==> config.mk <==
export PLATFORM = sky130hd
export DESIGN_NAME = accel_frame_assembler
export DESIGN_NICKNAME = d
export VERILOG_FILES = /design/src/rtl/accel_pkg.sv /design/src/rtl/byte_pair_unpack.sv /design/src/rtl/accel_frame_assembler.sv
export SDC_FILE = /design/constraint.sdc
export NUM_CORES = 1
export LEC_CHECK = 0
export ABC_AREA = 1
export CAP_MARGIN = 20
export CORE_MARGIN = 2
export CORE_UTILIZATION = 60
export CTS_BUF_LIST = sky130_fd_sc_hd__clkbuf_4 sky130_fd_sc_hd__clkbuf_8
export CTS_CLUSTER_DIAMETER = 200
export CTS_CLUSTER_SIZE = 16
export DETAILED_ROUTE_END_ITERATION = 8
export PLACE_DENSITY = 0.9
export SLEW_MARGIN = 20
export SYNTH_ARGS = -nofsm -noshare
export SYNTH_HDL_FRONTEND = slang
export SYNTH_SLANG_ARGS = --single-unit
==> constraint.sdc <==
create_clock -name clk -period 7.6 [get_ports clk]
set_clock_uncertainty 0.05 [all_clocks]
set_input_delay 1.14 -clock clk [delete_from_list [all_inputs] [get_ports clk]]
set_output_delay 1.14 -clock clk [all_outputs]
set_load 0.02 [all_outputs]
==> src/rtl/accel_pkg.sv <==
// accel_pkg: shared types, constants and helpers for the accelerometer
// burst-read frame assembler.
//   state_t   - frame assembler FSM states
//   axis_t    - axis index (X=0, Y=1, Z=2)
//   READ_CMD / XDATA_L_ADDR - command and address bytes that open a burst
//   sx_ok()   - checks the sign-extension bits of a high data byte
package accel_pkg;

  typedef enum logic [1:0] {
    ST_IDLE,
    ST_SKIP,
    ST_DATA,
    ST_WAIT_END
  } state_t;

  localparam logic [7:0] READ_CMD     = 8'h0B;
  localparam logic [7:0] XDATA_L_ADDR = 8'h0E;

  localparam int AXIS_W = 2;
  typedef logic [AXIS_W-1:0] axis_t;

  // The high byte carries sample bits [data_w-9:0]; every bit above that
  // must repeat bit data_w-9 (the sample sign).
  function automatic logic sx_ok(input logic [7:0] hi_byte, input int data_w);
    logic ok;
    ok = 1'b1;
    for (int i = data_w - 8; i < 8; i++) begin
      if (hi_byte[i] != hi_byte[data_w-9]) ok = 1'b0;
    end
    return ok;
  endfunction

endpackage

==> src/rtl/byte_pair_unpack.sv <==
// byte_pair_unpack: holds the low data byte of an axis and assembles it
// with the following high byte into one DATA_W-bit sample.
//   clk, rst    - clock, asynchronous active-high reset
//   i_valid     - a data byte is being accepted this cycle
//   i_odd       - the accepted byte is the high byte of its pair
//   i_byte      - the received byte
//   o_valid     - a complete pair is presented this cycle
//   o_data      - assembled sample {hi[DATA_W-9:0], lo}
//   o_fmt_bad   - high byte sign-extension bits disagree with the sign bit
// The pair is presented in the same cycle as the high byte so a high byte
// that arrives together with frame_end can still be committed on that edge.
module byte_pair_unpack
  import accel_pkg::*;
#(
  parameter int DATA_W = 12
) (
  input  logic              clk,
  input  logic              rst,
  input  logic              i_valid,
  input  logic              i_odd,
  input  logic [7:0]        i_byte,
  output logic              o_valid,
  output logic [DATA_W-1:0] o_data,
  output logic              o_fmt_bad
);

  logic [7:0] r_lo_hold;

  always_ff @(posedge clk or posedge rst) begin
    if (rst) begin
      r_lo_hold <= '0;
    end else if (i_valid && !i_odd) begin
      r_lo_hold <= i_byte;
    end
  end

  assign o_valid   = i_valid && i_odd;
  assign o_data    = {i_byte[DATA_W-9:0], r_lo_hold};
  assign o_fmt_bad = o_valid && !sx_ok(i_byte, DATA_W);

endmodule

==> src/rtl/accel_frame_assembler.sv <==
// accel_frame_assembler: turns the MISO byte stream of an accelerometer
// burst read into X/Y/Z samples behind a valid/ready output register.
//   clk, rst           - clock, asynchronous active-high reset
//   frame_start/end    - one-cycle pulses on CS fall / rise
//   rx_valid, rx_byte  - received byte strobe and value
//   out_ready          - consumer accepts the presented sample set
//   clear_status       - clears fmt_err and overrun
//   out_valid          - sample_x/y/z hold unconsumed data
//   sample_x/y/z       - signed samples of the last committed frame
//   frame_err          - one-cycle pulse on short or aborted frame
//   fmt_err, overrun   - sticky format / overwrite flags
//   frame_cnt          - committed frame counter (wraps)
module accel_frame_assembler
  import accel_pkg::*;
#(
  parameter int SKIP_BYTES = 2,
  parameter int AXES       = 3,
  parameter int DATA_W     = 12,
  parameter int CNT_W      = 16
) (
  input  logic                     clk,
  input  logic                     rst,
  input  logic                     frame_start,
  input  logic                     frame_end,
  input  logic                     rx_valid,
  input  logic [7:0]               rx_byte,
  input  logic                     out_ready,
  input  logic                     clear_status,
  output logic                     out_valid,
  output logic signed [DATA_W-1:0] sample_x,
  output logic signed [DATA_W-1:0] sample_y,
  output logic signed [DATA_W-1:0] sample_z,
  output logic                     frame_err,
  output logic                     fmt_err,
  output logic                     overrun,
  output logic [CNT_W-1:0]         frame_cnt
);

  localparam int     MAX_IDX     = (SKIP_BYTES > 2*AXES) ? SKIP_BYTES : 2*AXES;
  localparam int     IDX_W       = $clog2(MAX_IDX + 1);
  localparam int     LAST_DATA   = 2*AXES - 1;
  localparam int     LAST_SKIP   = (SKIP_BYTES > 0) ? SKIP_BYTES - 1 : 0;
  localparam state_t START_STATE = (SKIP_BYTES == 0) ? ST_DATA : ST_SKIP;

  state_t             r_state, w_state_next;
  logic [IDX_W-1:0]   r_idx, w_idx_next;
  logic               w_data_en;
  logic               w_commit;
  logic               w_abort_err;

  logic               w_pair_valid;
  logic [DATA_W-1:0]  w_pair_data;
  logic               w_fmt_bad;
  axis_t              w_axis;

  logic [DATA_W-1:0]  w_commit_val [AXES];

  logic               r_out_valid;
  logic [DATA_W-1:0]  r_sample_x, r_sample_y, r_sample_z;
  logic               r_frame_err;
  logic               r_fmt_err;
  logic               r_overrun;
  logic [CNT_W-1:0]   r_frame_cnt;

  // ---------------- FSM ----------------
  always_ff @(posedge clk or posedge rst) begin
    if (rst) begin
      r_state <= ST_IDLE;
      r_idx   <= '0;
    end else begin
      r_state <= w_state_next;
      r_idx   <= w_idx_next;
    end
  end

  always_comb begin
    w_state_next = r_state;
    w_idx_next   = r_idx;
    w_data_en    = 1'b0;
    w_commit     = 1'b0;
    w_abort_err  = 1'b0;
    if (frame_start) begin
      // Restart from any state; a byte in the same cycle is dropped.
      // Leaving WAIT_END drops an uncommitted but complete frame silently.
      w_idx_next   = '0;
      w_state_next = START_STATE;
      w_abort_err  = (r_state == ST_SKIP) || (r_state == ST_DATA);
    end else begin
      case (r_state)
        ST_IDLE: begin
          w_state_next = ST_IDLE;
        end
        ST_SKIP: begin
          if (rx_valid) begin
            if (r_idx == IDX_W'(LAST_SKIP)) begin
              w_idx_next   = '0;
              w_state_next = ST_DATA;
            end else begin
              w_idx_next = r_idx + 1'b1;
            end
          end
          if (frame_end) begin
            w_abort_err  = 1'b1;
            w_state_next = ST_IDLE;
          end
        end
        ST_DATA: begin
          if (rx_valid) begin
            w_data_en = 1'b1;
            if (r_idx == IDX_W'(LAST_DATA)) begin
              w_state_next = ST_WAIT_END;
            end else begin
              w_idx_next = r_idx + 1'b1;
            end
          end
          // The byte above is consumed first, so a final byte arriving
          // with frame_end completes the frame.
          if (frame_end) begin
            if (rx_valid && (r_idx == IDX_W'(LAST_DATA))) begin
              w_commit = 1'b1;
            end else begin
              w_abort_err = 1'b1;
            end
            w_state_next = ST_IDLE;
          end
        end
        ST_WAIT_END: begin
          if (frame_end) begin
            w_commit     = 1'b1;
            w_state_next = ST_IDLE;
          end
        end
        default: begin
          w_state_next = ST_IDLE;
        end
      endcase
    end
  end

  // ---------------- byte pairing ----------------
  assign w_axis = axis_t'(r_idx >> 1);

  byte_pair_unpack #(
    .DATA_W (DATA_W)
  ) u_unpack (
    .clk       (clk),
    .rst       (rst),
    .i_valid   (w_data_en),
    .i_odd     (r_idx[0]),
    .i_byte    (rx_byte),
    .o_valid   (w_pair_valid),
    .o_data    (w_pair_data),
    .o_fmt_bad (w_fmt_bad)
  );

  // Per-axis shadow; the commit path forwards a pair completing in the
  // commit cycle so the last high byte need not be registered first.
  for (genvar gi = 0; gi < AXES; gi++) begin : g_axis
    logic [DATA_W-1:0] r_shadow;
    logic              w_hit;

    assign w_hit = w_pair_valid && (w_axis == axis_t'(gi));

    always_ff @(posedge clk or posedge rst) begin
      if (rst) begin
        r_shadow <= '0;
      end else if (frame_start) begin
        r_shadow <= '0;
      end else if (w_hit) begin
        r_shadow <= w_pair_data;
      end
    end

    assign w_commit_val[gi] = w_hit ? w_pair_data : r_shadow;
  end

  // ---------------- output register and status ----------------
  always_ff @(posedge clk or posedge rst) begin
    if (rst) begin
      r_out_valid <= 1'b0;
      r_sample_x  <= '0;
      r_sample_y  <= '0;
      r_sample_z  <= '0;
      r_frame_err <= 1'b0;
      r_fmt_err   <= 1'b0;
      r_overrun   <= 1'b0;
      r_frame_cnt <= '0;
    end else begin
      r_frame_err <= w_abort_err;

      if (w_commit) begin
        r_sample_x  <= w_commit_val[0];
        r_sample_y  <= w_commit_val[1];
        r_sample_z  <= w_commit_val[2];
        r_frame_cnt <= r_frame_cnt + 1'b1;
        r_out_valid <= 1'b1;
      end else if (out_ready) begin
        r_out_valid <= 1'b0;
      end

      // Set events take priority over clear_status.
      if (w_commit && r_out_valid && !out_ready) begin
        r_overrun <= 1'b1;
      end else if (clear_status) begin
        r_overrun <= 1'b0;
      end

      if (w_fmt_bad) begin
        r_fmt_err <= 1'b1;
      end else if (clear_status) begin
        r_fmt_err <= 1'b0;
      end
    end
  end

  assign out_valid = r_out_valid;
  assign sample_x  = r_sample_x;
  assign sample_y  = r_sample_y;
  assign sample_z  = r_sample_z;
  assign frame_err = r_frame_err;
  assign fmt_err   = r_fmt_err;
  assign overrun   = r_overrun;
  assign frame_cnt = r_frame_cnt;

endmodule

==> results of run 1 <==
==> power by group through the flow <==
stage	logic [W]	clock network, W	registers, W
global route	0.000281	0.000353	0.000659
detailed placement	0.000254	0	0.000659
CTS	0.000258	0.000333	0.000650
finish	0.000258	0.000331	0.000652
global placement	0.000243	0	0.000656
floorplan	0.000135	0	0.000676
==> worst max-delay path: stages <==
cell,delay (ps)
sky130_fd_sc_hd__clkdlybuf4s50_1,620
sky130_fd_sc_hd__inv_2,90
sky130_fd_sc_hd__nor2_2,130
sky130_fd_sc_hd__nand2_1,80
sky130_fd_sc_hd__nand2_2,100
sky130_fd_sc_hd__nand2_4,320
sky130_fd_sc_hd__inv_6,460
sky130_fd_sc_hd__nand2_1,110
sky130_fd_sc_hd__nand2_1,70
sky130_fd_sc_hd__nand2_1,40
==> flip-flops by register name (all words and copies together) (netlist names) <==
register / flops
frame_err: 1
fmt_err: 1
g_axis.r_shadow: 36
sample_z: 12
overrun: 1
sample_y: 12
frame_cnt: 16
u_unpack.r_lo_hold: 8
sample_x: 12
r_state: 2
r_idx: 3
out_valid: 1
==> layer usage <==
metal | GRT usage (%) | vias up | share of wire, %
li1 | - | 1901 | -
met1 | 35.3 | 1922 | 45
met2 | 41.5 | 105 | 49
met3 | 3.99 | 16 | 4.2
met4 | 7.73 | 0 | 1.6
met5 | 0 | - | 0
==> layout make-up <==
| type | count | share of cell area [%] |
|---|---|---|
| Tap cell | 105 | 2.26 |
| Clock inverter | 6 | 0.882 |
| Multi-Input combinational cell | 404 | 34.4 |
| Inverter | 42 | 2.84 |
| Timing Repair Buffer | 71 | 12.2 |
| Sequential cell | 105 | 45.2 |
| Clock buffer | 10 | 2.26 |
==> cell usage after synthesis <==
cell                       count  share of area (%)
sky130_fd_sc_hd__nand3b_1      1               0.15
sky130_fd_sc_hd__dfrtp_1     105                 53
sky130_fd_sc_hd__o21ai_0      16                1.6
sky130_fd_sc_hd__nand3_1      15                1.5
sky130_fd_sc_hd__nand2_4       4               0.91
sky130_fd_sc_hd__nand4_1       6               0.76
sky130_fd_sc_hd__clkbuf_1      5               0.38
sky130_fd_sc_hd__ha_1          6                1.5
sky130_fd_sc_hd__o21ai_2      28                4.9
sky130_fd_sc_hd__inv_1        38                2.9
sky130_fd_sc_hd__buf_2         5               0.50
sky130_fd_sc_hd__o21ai_1      14                1.4
sky130_fd_sc_hd__nand3_4       1               0.35
sky130_fd_sc_hd__nand2_2       1               0.13
sky130_fd_sc_hd__and2_1       36                4.5
sky130_fd_sc_hd__nand2_1     228                 17
sky130_fd_sc_hd__xor2_1        5               0.88
sky130_fd_sc_hd__nor3_1        2               0.20
sky130_fd_sc_hd__a21oi_1       3               0.30
sky130_fd_sc_hd__nor2_1       30                2.3
sky130_fd_sc_hd__nor2_8        1               0.40
sky130_fd_sc_hd__inv_6         1               0.18
sky130_fd_sc_hd__buf_4         1               0.15
sky130_fd_sc_hd__buf_6        11                2.5
sky130_fd_sc_hd__inv_2         3               0.23
sky130_fd_sc_hd__nor2_2        1               0.13
sky130_fd_sc_hd__xnor2_1       4               0.71
sky130_fd_sc_hd__o21a_1        2               0.30
==> worst max path at each step <==
stage               cells after the start       endpoint  slack (ps)
finish                                 10  frame_cnt[10]        4610
global route                           10  frame_cnt[10]        4490
global placement                       10  frame_cnt[10]        4360
CTS                                    10  frame_cnt[10]        4670
detailed placement                     10  frame_cnt[10]        4270
floorplan                               1        fmt_err        3650
==> cell families after synthesis <==
group / share of synthesized area (%)
compound gates: 8.57
xor+xnor: 1.59
fa+ha+maj: 1.51
buf+inv: 6.81
flops: 52.9
simple gates: 28.6
==> per-stage QoR <==
step / setup WS (ps) / std cells / instance area [µm²]
floorplan: 3650 / 573 / 4960
global placement: 4360 / 727 / 5630
detailed placement: 4270 / 727 / 5630
CTS: 4670 / 743 / 5810
global route: 4490 / 743 / 5810
finish: 4610 / 743 / 5810
==> summary by stage, run 1 <==
Outcome
The flow ran to the end, and the final reports show no timing, DRC or antenna violations.

Synthesis
The synthesis-stage register bit count is 105. Yosys printed 0 warnings. The sequential fraction of the synthesis area is 52.9%. The cell area after synthesis is 4960 µm². Averaged over all synthesized cells, the footprint is 8.66 µm². The distinct cell type count of the synthesized netlist is 28. The synthesized instance count is 573. Synthesis produced a netlist with a net count of 594.

Critical path
The kind of critical path is in2reg. The largest fanout of any net on the critical path is 53. For the worst setup path, the data required time is 7820 ps.

The start of the worst register-to-register path is r_state[0]. STA classifies the critical path endpoint as a flop. The critical path startpoint is rx_valid. The category of the worst setup path launch point is an input pin. Setup slack on the worst reg-to-reg path comes out at 5290 ps. STA puts the critical path data arrival time at 3210 ps.

Measured in cells, the most critical reg-to-reg path has a length of 9. The endpoint identified for the worst register-to-register timing path is frame_cnt[10].

Pwr
Per report_power, the sequential group accounts for 52.6% of the total. The share of total power in the clock network is 26.7%. The fraction of power spent switching nets is 33.7%.

Summed over all cells, the static leakage comes to 2.88 nW. VDD sags by at most 191 µV. The power after layout is 0.00124 W. The internal power consumption is 0.000823 W. The analysis attributes to net switching a power of 0.000417 W. The proportion of power drawn by combinational gates is 20.8%.

For this design the ratio of total power to cell area is 213 nW/µm².

Finish
Cells with a size suffix above 1 make up 9.09% of the layout. The count of nets after finishing is 654. Fill cells in the final layout number 623. Compared with the post-synthesis result, the final layout area differs by 17.1%. The library cells used most frequently in the layout, excluding fill and tap cells, are 228 x sky130_fd_sc_hd__nand2_1, 105 x sky130_fd_sc_hd__dfrtp_1, 70 x sky130_fd_sc_hd__clkdlybuf4s50_1. For this run, the share of the core covered by cells in the final layout is 71.5%. In the final layout, flip-flops and latches occupy 2630 µm². The multi-input combinational cells in the finished layout cover a total of 2000 µm². Leaving out fill and tap cells, the most frequent cell in the layout is sky130_fd_sc_hd__nand2_1. 0 antenna diodes ended up in the layout.

Timing
The hold violation total from the final report is 0. The transition at the pin with the smallest max-transition slack is 842 ps. Setup repair after global routing left no endpoint under its margin. The count of endpoints failing setup in the final report is 0. In this run the tightest slew margin relative to its limit is 43.8%. For the final routed database, the setup TNS stands at 0 ps.

The worst path needs 2990 ps of the cycle, external delays included. For this run, the top clock speed supported by timing is 335 MHz. The worst hold margin is 436 ps. In the finished design, the share of the clock period the worst path needs comes to 39.3%. The number of slew-limit violations in the final report came to 0.

Die
The core region is 8130 µm². The die is 95.0 µm wide. The floorplan step defined a die boundary enclosing 9020 µm². Once the floorplan was initialized, standard cells occupied 61.0% of the core.

The total number of placement rows is 33. In this run the count of I/O pins placed on the die edge is 71. The die extent in y is 95.0 µm.

GRT
The via count of the first global-routing pass is 3826. Across every metal layer, demand over resource in global routing totals 25.4%. The number of antenna violations at the first check in global routing is 0.

The total overflow left after global routing is 0. The maximum number of pins on one net before global-route repair is 70. The wire length of the first global-routing pass is 17800 µm.

Clocking
The CTS tree is built. The count of cells resized by post-cts repair is 0. The clock passes through at most 2 buffers. The clock insertion delay at the later pin of the skew report is 370 ps. The clock tree synthesis step divided the H-tree into 3 levels. Clock-pin slew was measured on the worst setup and hold paths at 110 ps. After clock tree synthesis, the flow added hold-fix buffers numbering 0. The number of clock buffers added by TritonCTS is 9. The clock sink count is 105. After clock tree synthesis, the setup repair step added 0 buffers. The root buffer cell chosen for the clock tree is sky130_fd_sc_hd__clkbuf_8.

Route
The per-cell routed wire length is 14.4 µm. The number of vias per cell is 5.31. The number of detailed-routing iterations run before antenna repair is 4.

Across all layers, the routed design uses 3944 vias. The count of nets left with antenna violations once routing finished came out at 0. The post-detailed-routing wire length is 10700 µm.

The post-route DRC violation count is 0. For this block, the initial DRC count from the detailed router was 259.

Placed design
Summed over all nets, the half-perimeter wirelength after detailed placement is 6990 µm. The placer congestion estimate is 0.794. Port buffering added 70 buffers.

Min path
The startpoint identified for the worst hold timing path is sample_y[2]. The path category of the worst min-delay check is reg2reg. The hold-critical path endpoint is sample_y[2]. The worst hold path passes through 2 cells.

Flow run
The number of max-cap violations is 0.
Note: power is estimated with default switching activity, not from simulation.
==> inputs of run 2 (changes only) <==
--- a/config.mk
+++ b/config.mk
@@ -8,12 +8,12 @@
 export ABC_AREA = 1
 export CAP_MARGIN = 20
 export CORE_MARGIN = 2
-export CORE_UTILIZATION = 60
+export CORE_UTILIZATION = 56
 export CTS_BUF_LIST = sky130_fd_sc_hd__clkbuf_4 sky130_fd_sc_hd__clkbuf_8
 export CTS_CLUSTER_DIAMETER = 200
 export CTS_CLUSTER_SIZE = 16
 export DETAILED_ROUTE_END_ITERATION = 8
-export PLACE_DENSITY = 0.9
+export PLACE_DENSITY = 0.85
 export SLEW_MARGIN = 20
 export SYNTH_ARGS = -nofsm -noshare
 export SYNTH_HDL_FRONTEND = slang
==> constraint.sdc (replaced) <==
create_clock -name clk -period 2.8 [get_ports clk]
set_clock_uncertainty 0.05 [all_clocks]
set_input_delay 0.42 -clock clk [delete_from_list [all_inputs] [get_ports clk]]
set_output_delay 0.42 -clock clk [all_outputs]
set_load 0.02 [all_outputs]
==> run 2 against run 1 <==
- register-to-register slack worse by 4500 ps
- global-route usage down 2.2 points
- combinational power grew to 2.7 times the previous value
- sequential cell count unchanged
- critical endpoint is now frame_cnt[9]
- highest routed layer unchanged
==> summary by stage, run 2 (synthesis gave the netlist of run 1 again) <==
Finish
The fraction of final layout cells sized beyond drive strength 1 is 9.66% (+0.57 points). The count of placed standard cells in the final layout, fillers left out was 750 (+0.94%). The cell area after layout is 5920 µm² (+1.8%). The number of flip-flops under the largest register name is 36 (unchanged).

Leaving out fill and tap cells, the most frequent cells in the layout are 228 x sky130_fd_sc_hd__nand2_1, 105 x sky130_fd_sc_hd__dfrtp_1, 70 x sky130_fd_sc_hd__clkdlybuf4s50_1. The antenna diode count was 0 (unchanged). The library cell used most frequently in the layout, excluding fill and tap cells, is sky130_fd_sc_hd__nand2_1. The layout overhead on the synthesized area is 19.2%. g_axis.r_shadow holds more flip-flops than any other register. The count of nets after finishing is 658 (+0.61%).

Clocking
The deepest clock path buffer count came to 2 (unchanged). The count of cells resized by post-cts repair came to 0 (unchanged). The H-tree depth is 3 (unchanged). The clock insertion delay at the later pin of the skew report is 370 ps (about the same). The clock sink count was 105 (unchanged).

The CTS tree is built. The root buffer cell chosen for the clock tree is sky130_fd_sc_hd__clkbuf_8. The clock transition at the register clock pins on the worst setup and hold paths after CTS is 100 ps (about the same). The number of buffers inserted by hold repair at cts is 0 (unchanged).

The number of CTS-inserted buffers is 9 (unchanged). The buffer count from post-CTS setup fixing is 0 (unchanged).

Timing
The count of endpoints failing setup in the final report is 0 (unchanged). The portion of the clock cycle consumed by the worst path in the final layout is 71.3%. The timing-limited maximum frequency is 501 MHz.

The transition at the pin with the smallest max-transition slack is 784 ps (-58.6 ps). The total negative slack for setup checks was 0 ps (unchanged). The post-layout worst setup margin is 805 ps (-3810 ps).

The number of slew-limit violations in the final report is 0 (unchanged). The headroom to the max-slew limit is 47.6% (+3.8 points). Setup repair after global routing left no endpoint under its margin. The clock period could shrink to 2000 ps. The hold violation total from the final report is 0 (unchanged).

Route
The post-detailed-routing wire length came to 10600 µm (-0.91%). The number of DRC markers in iteration 0 came to 206 (-20%). The per-cell routed wire length is 14.2 µm (-1.8%). The number of antenna-violating nets in the routed design is 0 (unchanged). The number of detailed-routing iterations run before antenna repair was 5 (+1). The vias after detailed routing came to 3937 (-0.18%). The number of vias per cell came to 5.25 (-1.1%). The post-route DRC violation count is 0 (unchanged).

Critical path
The capturing element type of the critical path is a flop. The delay contributed by the slowest stage of the critical path came to 420 ps (-200 ps). The total number of cells along the worst setup path is 10 (unchanged).

Broken down by cell family, the worst path's largest delay share belongs to simple AND/OR/NAND/NOR gates. The kind of critical path is reg2reg. The count of cells along the worst register-to-register path is 10 (+1). The critical path ends at frame_cnt[9].

The worst-case register-to-register setup slack is 800 ps (-4490 ps). Tracing the worst setup path back leads to its startpoint at r_idx[1]. The critical path data arrival time is 2200 ps (-1010 ps). By instance count, the cell type seen most on the critical path is sky130_fd_sc_hd__nand2_1. The required arrival time at the worst endpoint was 3010 ps (-4810 ps). The start of the worst register-to-register path is r_idx[1].

The category of the worst setup path launch point is a flop. The largest fanout of any net on the critical path is 30 (-43%). The number of buffer and inverter stages on the critical path is 2 (-1). The highest-delay cell along the critical path is sky130_fd_sc_hd__dfrtp_1.

The critical path goes through inv_1 -> ha_1 -> nand2_1 -> nor2_2 -> nand2_1 -> nand2_2 -> nand2_4 -> buf_4 -> o21ai_0 -> nand2_1. The worst reg2reg path endpoint is frame_cnt[9].

Placed design
The minimum setup slack after placement is 478 ps (-3790 ps). The port buffer count was 70 (unchanged). The total placed cells including tap cells is 734 (+0.96%). The instance area after placement is 5690 µm² (+1.1%). The half-perimeter wire length after detailed placement was 7280 µm (+4.1%). The placer congestion estimate is 0.814 (+2.5%).

Die
The die outline area was 9630 µm² (+6.8%). The die extent in y is 98.1 µm (+3.4%). The number of top-level pins was 71 (unchanged).

The initial core utilization is 57.2% (-3.8 points). The total number of placement rows is 34 (+3.0%). The placeable core area is 8680 µm² (+6.7%). The width of the die is 98.1 µm (+3.4%).

Min path
In this run the worst hold path is classified as reg2reg.

GRT
The overflow left after global routing is 0 (unchanged). The global-route total usage across every layer is 23.2% (-2.2 points). The number of antenna violations at the first check in global routing is 0 (unchanged). The maximum number of pins on one net before global-route repair was 54 (-23%). The via count of the first global-routing pass is 3790 (-0.94%). The wire length of the first global-routing pass is 18000 µm (+1.1%).

Pwr
The power after layout is 0.00352 W (+180%). The maximum vdd drop is 429 µV (+120%). The cell area power density is 595 nW/µm² (+180%). The leakage power was 2.93 nW (+1.8%).

Flow run
The number of max-cap violations was 0 (unchanged).

Outcome
The flow ran to the end, and the final reports show no timing, DRC or antenna violations.
[run 2: cell count changes in the layout (fill, tap and decap cells not counted), sizes merged]
cell      delta
buf          +4
bufinv       +2
clkinv       +2
inv          -3
clkinvlp     -1
[run 2: how the worst min path moves through the flow]
stage,slack [ps],startpoint,depth (start not counted),end
after floorplan,400,u_unpack.r_lo_hold[0],2,u_unpack.r_lo_hold[0]
final,440,sample_z[8],2,sample_z[8]
after detailed placement,410,sample_x[10],2,sample_x[10]
after global placement,410,sample_y[8],2,sample_y[8]
after global routing,460,sample_y[9],2,sample_y[9]
after CTS,440,sample_z[10],2,sample_z[10]
[run 2: report_power, final]
part / internal [W] / switching, W
Sequential: 0.00163 / 0.000133
Combinational: 0.000259 / 0.000441
Clock: 0.000531 / 0.000522
Total: 0.00242 / 0.00110
[run 2: cell type report]
type	instances	area, µm²
Sequential cell	105	2630
Clock buffer	10	138
Clock inverter	6	90.1
Inverter	42	166
Timing Repair Buffer	75	763
Tap cell	108	135
Multi-Input combinational cell	404	2000
Fill cell	702	2760
[run 2: worst min-delay path: stages, from the launching register on]
cell and delay [ps]:
sky130_fd_sc_hd__dfrtp_1 350, sky130_fd_sc_hd__nand2_1 60, sky130_fd_sc_hd__nand2_1 50
[run 2: per-layer routing]
metal | global-route usage, % | vias up | share of wire (%)
li1 | - | 1906 | -
met1 | 32.4 | 1887 | 44
met2 | 37.8 | 129 | 49
met3 | 3.44 | 15 | 5.6
met4 | 7.90 | 0 | 1.9
met5 | 0 | - | 0
[run 2: per-stage QoR]
step	util (%)	hold slack, ps
2_1_floorplan	-	403
3_3_place_gp	65.6	413
3_5_place_dp	65.6	414
4_1_cts	68.2	441
5_1_grt	68.2	461
6_report	68.2	438
